$ cat src/rtl/teclado_pkg.sv
// Shared definitions for the decimal keypad debouncer.
//   estado_e          : debounce FSM states
//   NTeclas           : number of key lines on the decimal keypad
//   DebounceCyclesDef : default number of stable cycles to accept a press/release
package teclado_pkg;

    localparam int unsigned NTeclas           = 10;
    localparam int unsigned DebounceCyclesDef = 16;

    typedef enum logic [1:0] {
        StIdle,
        StDebPress,
        StPressed,
        StDebRelease
    } estado_e;

endpackage

$ cat src/rtl/sincronizador.sv
// Two-flop synchronizer for a bus of independent asynchronous lines.
//   clk_i  : destination clock
//   rst_ni : asynchronous active-low reset, clears both stages
//   d_i    : asynchronous input bus
//   q_o    : synchronized output bus (two clk_i edges of latency)
module sincronizador #(
    parameter int unsigned WIDTH = 1
) (
    input  logic             clk_i,
    input  logic             rst_ni,
    input  logic [WIDTH-1:0] d_i,
    output logic [WIDTH-1:0] q_o
);

    logic [WIDTH-1:0] meta_q;
    logic [WIDTH-1:0] sync_q;

    always_ff @(posedge clk_i or negedge rst_ni) begin
        if (!rst_ni) begin
            meta_q <= '0;
            sync_q <= '0;
        end else begin
            meta_q <= d_i;
            sync_q <= meta_q;
        end
    end

    assign q_o = sync_q;

endmodule

$ cat src/rtl/teclado_antirrebote.sv
// Debouncer for a 10-key decimal keypad.
//   clk       : system clock, rising edge
//   reset     : asynchronous active-low reset
//   teclas    : raw bouncing key lines, active-high, bit i = key i
//   dec       : debounced key, one-hot or all-zero (no key / multi-key error)
//   key_valid : one-cycle pulse when a new single-key press is accepted
//   multi_err : high while an accepted press has two or more keys asserted
module teclado_antirrebote
    import teclado_pkg::*;
#(
    parameter int unsigned DEBOUNCE_CYCLES = DebounceCyclesDef,
    parameter int unsigned N_TECLAS        = NTeclas
) (
    input  logic                clk,
    input  logic                reset,
    input  logic [N_TECLAS-1:0] teclas,
    output logic [N_TECLAS-1:0] dec,
    output logic                key_valid,
    output logic                multi_err
);

    localparam int unsigned    CntW   = $clog2(DEBOUNCE_CYCLES);
    localparam logic [CntW-1:0] CntMax = CntW'(DEBOUNCE_CYCLES - 1);

    logic [N_TECLAS-1:0] sync;

    estado_e             state_q, state_d;
    logic [N_TECLAS-1:0] cand_q, cand_d;
    logic [CntW-1:0]     cnt_q, cnt_d;
    logic [N_TECLAS-1:0] dec_q, dec_d;
    logic                kv_q, kv_d;
    logic                merr_q, merr_d;

    sincronizador #(
        .WIDTH (N_TECLAS)
    ) u_sincronizador (
        .clk_i  (clk),
        .rst_ni (reset),
        .d_i    (teclas),
        .q_o    (sync)
    );

    always_comb begin
        state_d = state_q;
        cand_d  = cand_q;
        cnt_d   = cnt_q;
        dec_d   = dec_q;
        kv_d    = 1'b0;
        merr_d  = merr_q;

        unique case (state_q)
            StIdle: begin
                if (sync != '0) begin
                    cand_d  = sync;
                    cnt_d   = '0;
                    state_d = StDebPress;
                end
            end

            StDebPress: begin
                if (sync == '0) begin
                    state_d = StIdle;
                end else if (sync != cand_q) begin
                    // Bounce between key patterns restarts the stability window.
                    cand_d = sync;
                    cnt_d  = '0;
                end else if (cnt_q == CntMax) begin
                    state_d = StPressed;
                    if ($onehot(cand_q)) begin
                        dec_d  = cand_q;
                        kv_d   = 1'b1;
                        merr_d = 1'b0;
                    end else begin
                        // Never expose an illegal code downstream.
                        dec_d  = '0;
                        merr_d = 1'b1;
                    end
                end else begin
                    cnt_d = cnt_q + 1'b1;
                end
            end

            StPressed: begin
                // Other non-zero patterns are ignored until a full release.
                if (sync == '0) begin
                    cnt_d   = '0;
                    state_d = StDebRelease;
                end
            end

            StDebRelease: begin
                if (sync != '0) begin
                    state_d = StPressed;
                end else if (cnt_q == CntMax) begin
                    dec_d   = '0;
                    merr_d  = 1'b0;
                    state_d = StIdle;
                end else begin
                    cnt_d = cnt_q + 1'b1;
                end
            end

            default: begin
                state_d = StIdle;
            end
        endcase
    end

    always_ff @(posedge clk or negedge reset) begin
        if (!reset) begin
            state_q <= StIdle;
            cand_q  <= '0;
            cnt_q   <= '0;
            dec_q   <= '0;
            kv_q    <= 1'b0;
            merr_q  <= 1'b0;
        end else begin
            state_q <= state_d;
            cand_q  <= cand_d;
            cnt_q   <= cnt_d;
            dec_q   <= dec_d;
            kv_q    <= kv_d;
            merr_q  <= merr_d;
        end
    end

    assign dec       = dec_q;
    assign key_valid = kv_q;
    assign multi_err = merr_q;

endmodule

$ cat config.mk
export PLATFORM = sky130hd
export DESIGN_NAME = teclado_antirrebote
export DESIGN_NICKNAME = d
export VERILOG_FILES = /design/src/rtl/teclado_pkg.sv /design/src/rtl/sincronizador.sv /design/src/rtl/teclado_antirrebote.sv
export SDC_FILE = /design/constraint.sdc
export NUM_CORES = 1
export LEC_CHECK = 0
export CORE_MARGIN = 1.5
export CORE_UTILIZATION = 56
export DETAILED_ROUTE_END_ITERATION = 12
export DONT_BUFFER_PORTS = 1
export PLACE_DENSITY = 0.82
export RECOVER_POWER = 100
export SETUP_SLACK_MARGIN = 0.05
export SLEW_MARGIN = 30
export SYNTH_ARGS = -nofsm -noshare
export SYNTH_HDL_FRONTEND = slang
export SYNTH_SLANG_ARGS = --single-unit
$ cat constraint.sdc
create_clock -name clk -period 3.7 [get_ports clk]
set_clock_uncertainty 0.05 [all_clocks]
set_input_delay 0.37 -clock clk [delete_from_list [all_inputs] [get_ports clk]]
set_output_delay 0.37 -clock clk [all_outputs]
set_load 0.02 [all_outputs]
* After elaboration in Yosys (flattened, before gate mapping)
Index checks and enable logic that the tools add are counted.
Word-level totals: register bits after elaboration 48, input bits 12, output and inout bits 12
Cells by class: add/sub/neg operators 10, equality and inequality tests 17, mux-type cells 38, reductions and logical operators 9
Operators with widths (number):
- 10-bit 2-to-1 mux | 9
- 10-bit case mux with 2 select lines | 2
- 4-bit 2-to-1 mux | 6
- 2-bit inequality test (second input constant) | 8
- 4-bit case mux with 4 select lines | 1
- 2-bit 2-to-1 mux | 7
- 1-bit 2-to-1 mux | 11
- 1-bit by 1-bit adder with 2-bit output | 5
- 10-bit logical NOT | 1
- 10-bit inequality test | 1
- 10-bit nonzero test | 1
- 3-bit inequality test (second input constant) | 3
- 2-bit case mux with 4 select lines | 1
- 4-bit AND reduction | 2
- 2-bit by 2-bit adder with 3-bit output | 2
- 6-bit AND reduction | 1
- 5-bit AND reduction | 1
- 3-bit by 3-bit adder with 4-bit output | 1
- 4-bit by 1-bit adder with 4-bit output (second input constant) | 1
- 4-bit by 2-bit adder with 4-bit output | 1
- 2-bit == test (second input constant) | 2
- 4-bit by 1-bit == test with 1-bit output (second input constant) | 1
- 4-bit == test (second input constant) | 1
- 2-bit nonzero test | 2
- 3 further kinds | 3

* Depth between registers and ports, before layout
depth after elaboration 10, gate-level depth with buffers 14, gate-level depth less buffers 13

* Hierarchy
Synthesis repeated with hierarchy kept, for this count alone.
Unflattened totals: cell total of the unflattened synthesis 165, area, all modules 2130.8 um2
By module, submodules not included:
- teclado_antirrebote | times used 1, cells each 145, area an instance 1630.3 um2, seq. area each 700.7 um2
- sincronizador | times used 1, cells each 20, area an instance 500.5 um2, seq. area each 500.5 um2

* Worst setup path before layout
OpenSTA, ideal clock, no wires.
path type register to register, start point reg cand_q[0], end point reg dec_q[1] (netlist: dec[1]), arrival 3.645 ns, slack -0.060 ns, cell stages (with the launch flop) 15, path buffers 1, clock period less this slack 3.760 ns, cell sequence dfrtp_1 > fa_1 > fa_1 > inv_1 > fa_1 > inv_1 > ha_1 > inv_1 > fa_1 > a2111oi_0 > a21o_2 > nand3_1 > nor4_2 > buf_6 > a22o_1
On the way: word-level cells in the longest chain between the ends 10, elaborated cells on any way between the ends 13
RTL lines:
- start: declaration | line teclado_antirrebote.sv:28 | logic [N_TECLAS-1:0] cand_q, cand_d;
- start signal: assignment | line teclado_antirrebote.sv:119 | cand_q <= cand_d;
- 1-bit by 1-bit adder with 2-bit output (implied by the code) | line teclado_antirrebote.sv:69 | if ($onehot(cand_q)) begin
- 2-bit by 2-bit adder with 3-bit output (implied by the code) | line teclado_antirrebote.sv:69
- 3-bit by 3-bit adder with 4-bit output (implied by the code) | line teclado_antirrebote.sv:69
- 4-bit by 2-bit adder with 4-bit output (implied by the code) | line teclado_antirrebote.sv:69
- 4-bit by 1-bit == test with 1-bit output | line teclado_antirrebote.sv:69
- 10-bit 2-to-1 mux | line teclado_antirrebote.sv:69
- 10-bit 2-to-1 mux | line teclado_antirrebote.sv:67 | end else if (cnt_q == CntMax) begin
- 10-bit 2-to-1 mux | line teclado_antirrebote.sv:63 | end else if (sync != cand_q) begin
- 10-bit 2-to-1 mux | line teclado_antirrebote.sv:61 | if (sync == '0) begin
- 10-bit case mux with 2 select lines | line teclado_antirrebote.sv:51 | unique case (state_q)
- end signal: assignment | line teclado_antirrebote.sv:114 | dec_q <= '0;
- end signal: assignment | line teclado_antirrebote.sv:121 | dec_q <= dec_d;
- end: declaration | line teclado_antirrebote.sv:30 | logic [N_TECLAS-1:0] dec_q, dec_d;
Parallel ways exist; a longest one is shown, timed or not. The select of a mux whose other input is x is not followed. A chain may end at the register's enable or synchronous reset.

* Worst setup path after layout
start point reg cand_q[3], end point reg dec_q[0] (netlist: dec[0])
Same word-level chain as after synthesis.

==> metrics.txt <==
register bit total from synthesis=48; Die ar.=4360 um^2; commonest non-fill, non-tap cell in the layout=dfrtp_1; hold crit path type=primary input to register; die span in y=66.1 um; initial antenna violation count=0; Final #Nets=209; layout cells sized above 1=0.223; Seq/Total Area, Yosys=0.539; r2r setup slk=-0.06 ns; Post-synth EDFFs=0; Setup Crit Path Kind=register to register; core area=3740 um^2; crit path capture type=register; # clock sinks=48; final worst slack=-0.0611 ns; Area contributors post-synth=dfrtp_1, a22o_1, fa_1; gr usage total=0.238; DP Worst Slack=-0.169 ns; H-tree levels=2; fin crit share=1.02; max_slew headroom=-0.599; Worst Setup EP=dec[0]; critical path startpoint=cand_q[3]; cell area after layout=2450 um^2; ys async rst share=1.00; drt pass-1 iters=7; LEAKAGE=1.05 nW; placed instance area=2300 um^2; largest net degree at the start of global routing=49; Die Width=66.1 um; vias per inst=6.27; Cell Chain, Critical Path=fa_1, fa_1, inv_2, fa_1, inv_2, ha_4, inv_2, fa_2, a2111oi_4, a21o_2, nand3_4, nor4_4, buf_4, a22o_1; Final Setup Violations=11; Pwr Density=425 nW/um^2; Root Buffer=clkbuf_8; drt wl/cell=19.5 um; reg2reg path depth=14; clock latency on the worst-skew pair=0.30 ns; syn_nets=194; critical path arrival=3.95 ns; placer congestion estimate=0.847; ys flop type=dfrtp_1; hold slack=0.0457 ns; r2r endpoint=dec[0]; gr ovfl total=0; Slowest-stage cell, CP=fa_1; initial DRC count=99; post-synth top area share=0.539; CTS clk-pin slew, worst paths=0.09 ns; Tmin final=3.76 ns; Final Slew Violations=49; Starting Density=0.595; YS warnings=0; largest stage delay on the critical path=0.56 ns; antenna-violating nets left=0; P&R area growth vs syn=10.2%; Max Clock Freq=0.266 GHz; most frequent cells in the layout=dfrtp_1, a22o_1, inv_1, xor2_1; Worst Tran Pin Value=2.40 ns; vias in the first global route=1,543; CTS buffer count=5; port bufs=0; Clock Path Buffers=2; CP required=3.89 ns; Distinct cells, synth=44; num ports=24; total vias in the final route=1,479; Syn Area/Cell=12.9 um^2; Remaining DRCs=0; Syn Inst Count=173; CTS tree=yes; Worst Path Max Fanout=8; worst r2r src=cand_q[3]; Post-Synthesis Cell Area=2230 um^2; Final Util=0.655; # rows=22; area leader, netlist=dfrtp_1; RSZ-0062 raised after global routing=true; result of the run=finished, violations left; first-pass GRT wire length=7650 um; VDD IR max=295 uV; failing checks=max-capacitance violations, max-slew violations, negative setup slack; ant diodes=0; hpwl dp=3120 um; Design Power=0.00104 W; WL final=4600 um; max capacitance violation total=1; Worst Setup Start Kind=register; Fin. Hold Viols=0
[kinds of logic after synthesis]
logic type               Yosys count  synth area share
buffers and inverters             20            0.0489
AO/OA/AOI/OAI                     43             0.156
XOR/XNOR                          10            0.0393
AND/OR/NAND/NOR                   39             0.126
adder cells (fa/ha/maj)            9            0.0708
flip-flops                        48             0.539
multiplexers                       4            0.0202
[how the worst min path moves through the flow]
| stage | from | to | slack [ns] | depth (start not counted) |
|---|---|---|---|---|
| floorplan | reset | async pin | 0.02 | 0 |
| global placement | reset | u_sincronizador.meta_q[5] | 0.03 | 0 |
| detailed placement | reset | u_sincronizador.q_o[5] | 0.03 | 0 |
| CTS | teclas[6] | u_sincronizador.meta_q[6] | 0.04 | 0 |
| global route | teclas[7] | u_sincronizador.meta_q[7] | 0.03 | 0 |
| finish | teclas[2] | u_sincronizador.meta_q[2] | 0.05 | 0 |
[metal layers]
metal,up-vias,track usage,share of wire
li1,651,-,-
met1,744,0.295,0.41
met2,69,0.395,0.49
met3,15,0.0630,0.068
met4,0,0.0969,0.032
met5,-,0,0
[report_power, final]
group	switching, W	internal, W	total [W]
sequential	0.0000143	0.000541	0.000555
combinational	0.000104	0.0000862	0.000190
clock	0.000169	0.000128	0.000297
total	0.000287	0.000755	0.00104
[worst max-delay path, delay by kind of cell (launching register included)]
kind	cells	cell delay [ns]
simple gates	2	0.25
buf+inv	4	0.37
flops	1	0.41
fa+ha+maj	5	2.09
compound gates	3	0.53
[timing repair]
action                                  CTS  global route
pin swaps                                17             7
gates cloned                              0             0
endpoints found under the setup margin   12            12
gates resized for setup                   9             1
buffers inserted                          3             0
hold buffers                              2             0
endpoints found under the hold margin    48             0
[state kept, by name, summed over array words and instances (netlist names), named ones only]
name                    count
u_sincronizador.meta_q     10
cnt_q                       4
cand_q                     10
dec                        10
state_q                     1
multi_err                   1
u_sincronizador.q_o        10
key_valid                   1
[Yosys cell counts, types with 4 or more instances]
library cell and instances:
nor2_1 5, nand3_1 7, a22o_1 16, mux2_2 4
fa_1 6, inv_1 15, nand2_1 8, dfrtp_1 48
o21ai_0 5, xor2_1 10
[metrics by stage]
| stage | cells | setup TNS (ns) |
|---|---|---|
| after detailed placement | 224 | -1.43 |
| after floorplan | 173 | 0 |
| final | 236 | -0.429 |
| after CTS | 236 | -0.313 |
| after global placement | 224 | 0 |
| after global routing | 236 | -2.05 |
[area by class of cell]
type / count / area (um^2)
Inverter: 15 / 56.3
Multi-Input combinational cell: 105 / 962
Clock buffer: 5 / 68.8
Sequential cell: 48 / 1200
Fill cell: 291 / 1290
Clock inverter: 2 / 12.5
Timing Repair Buffer: 13 / 92.6
Tap cell: 48 / 60.1
(Power assumes the default switching activity.)
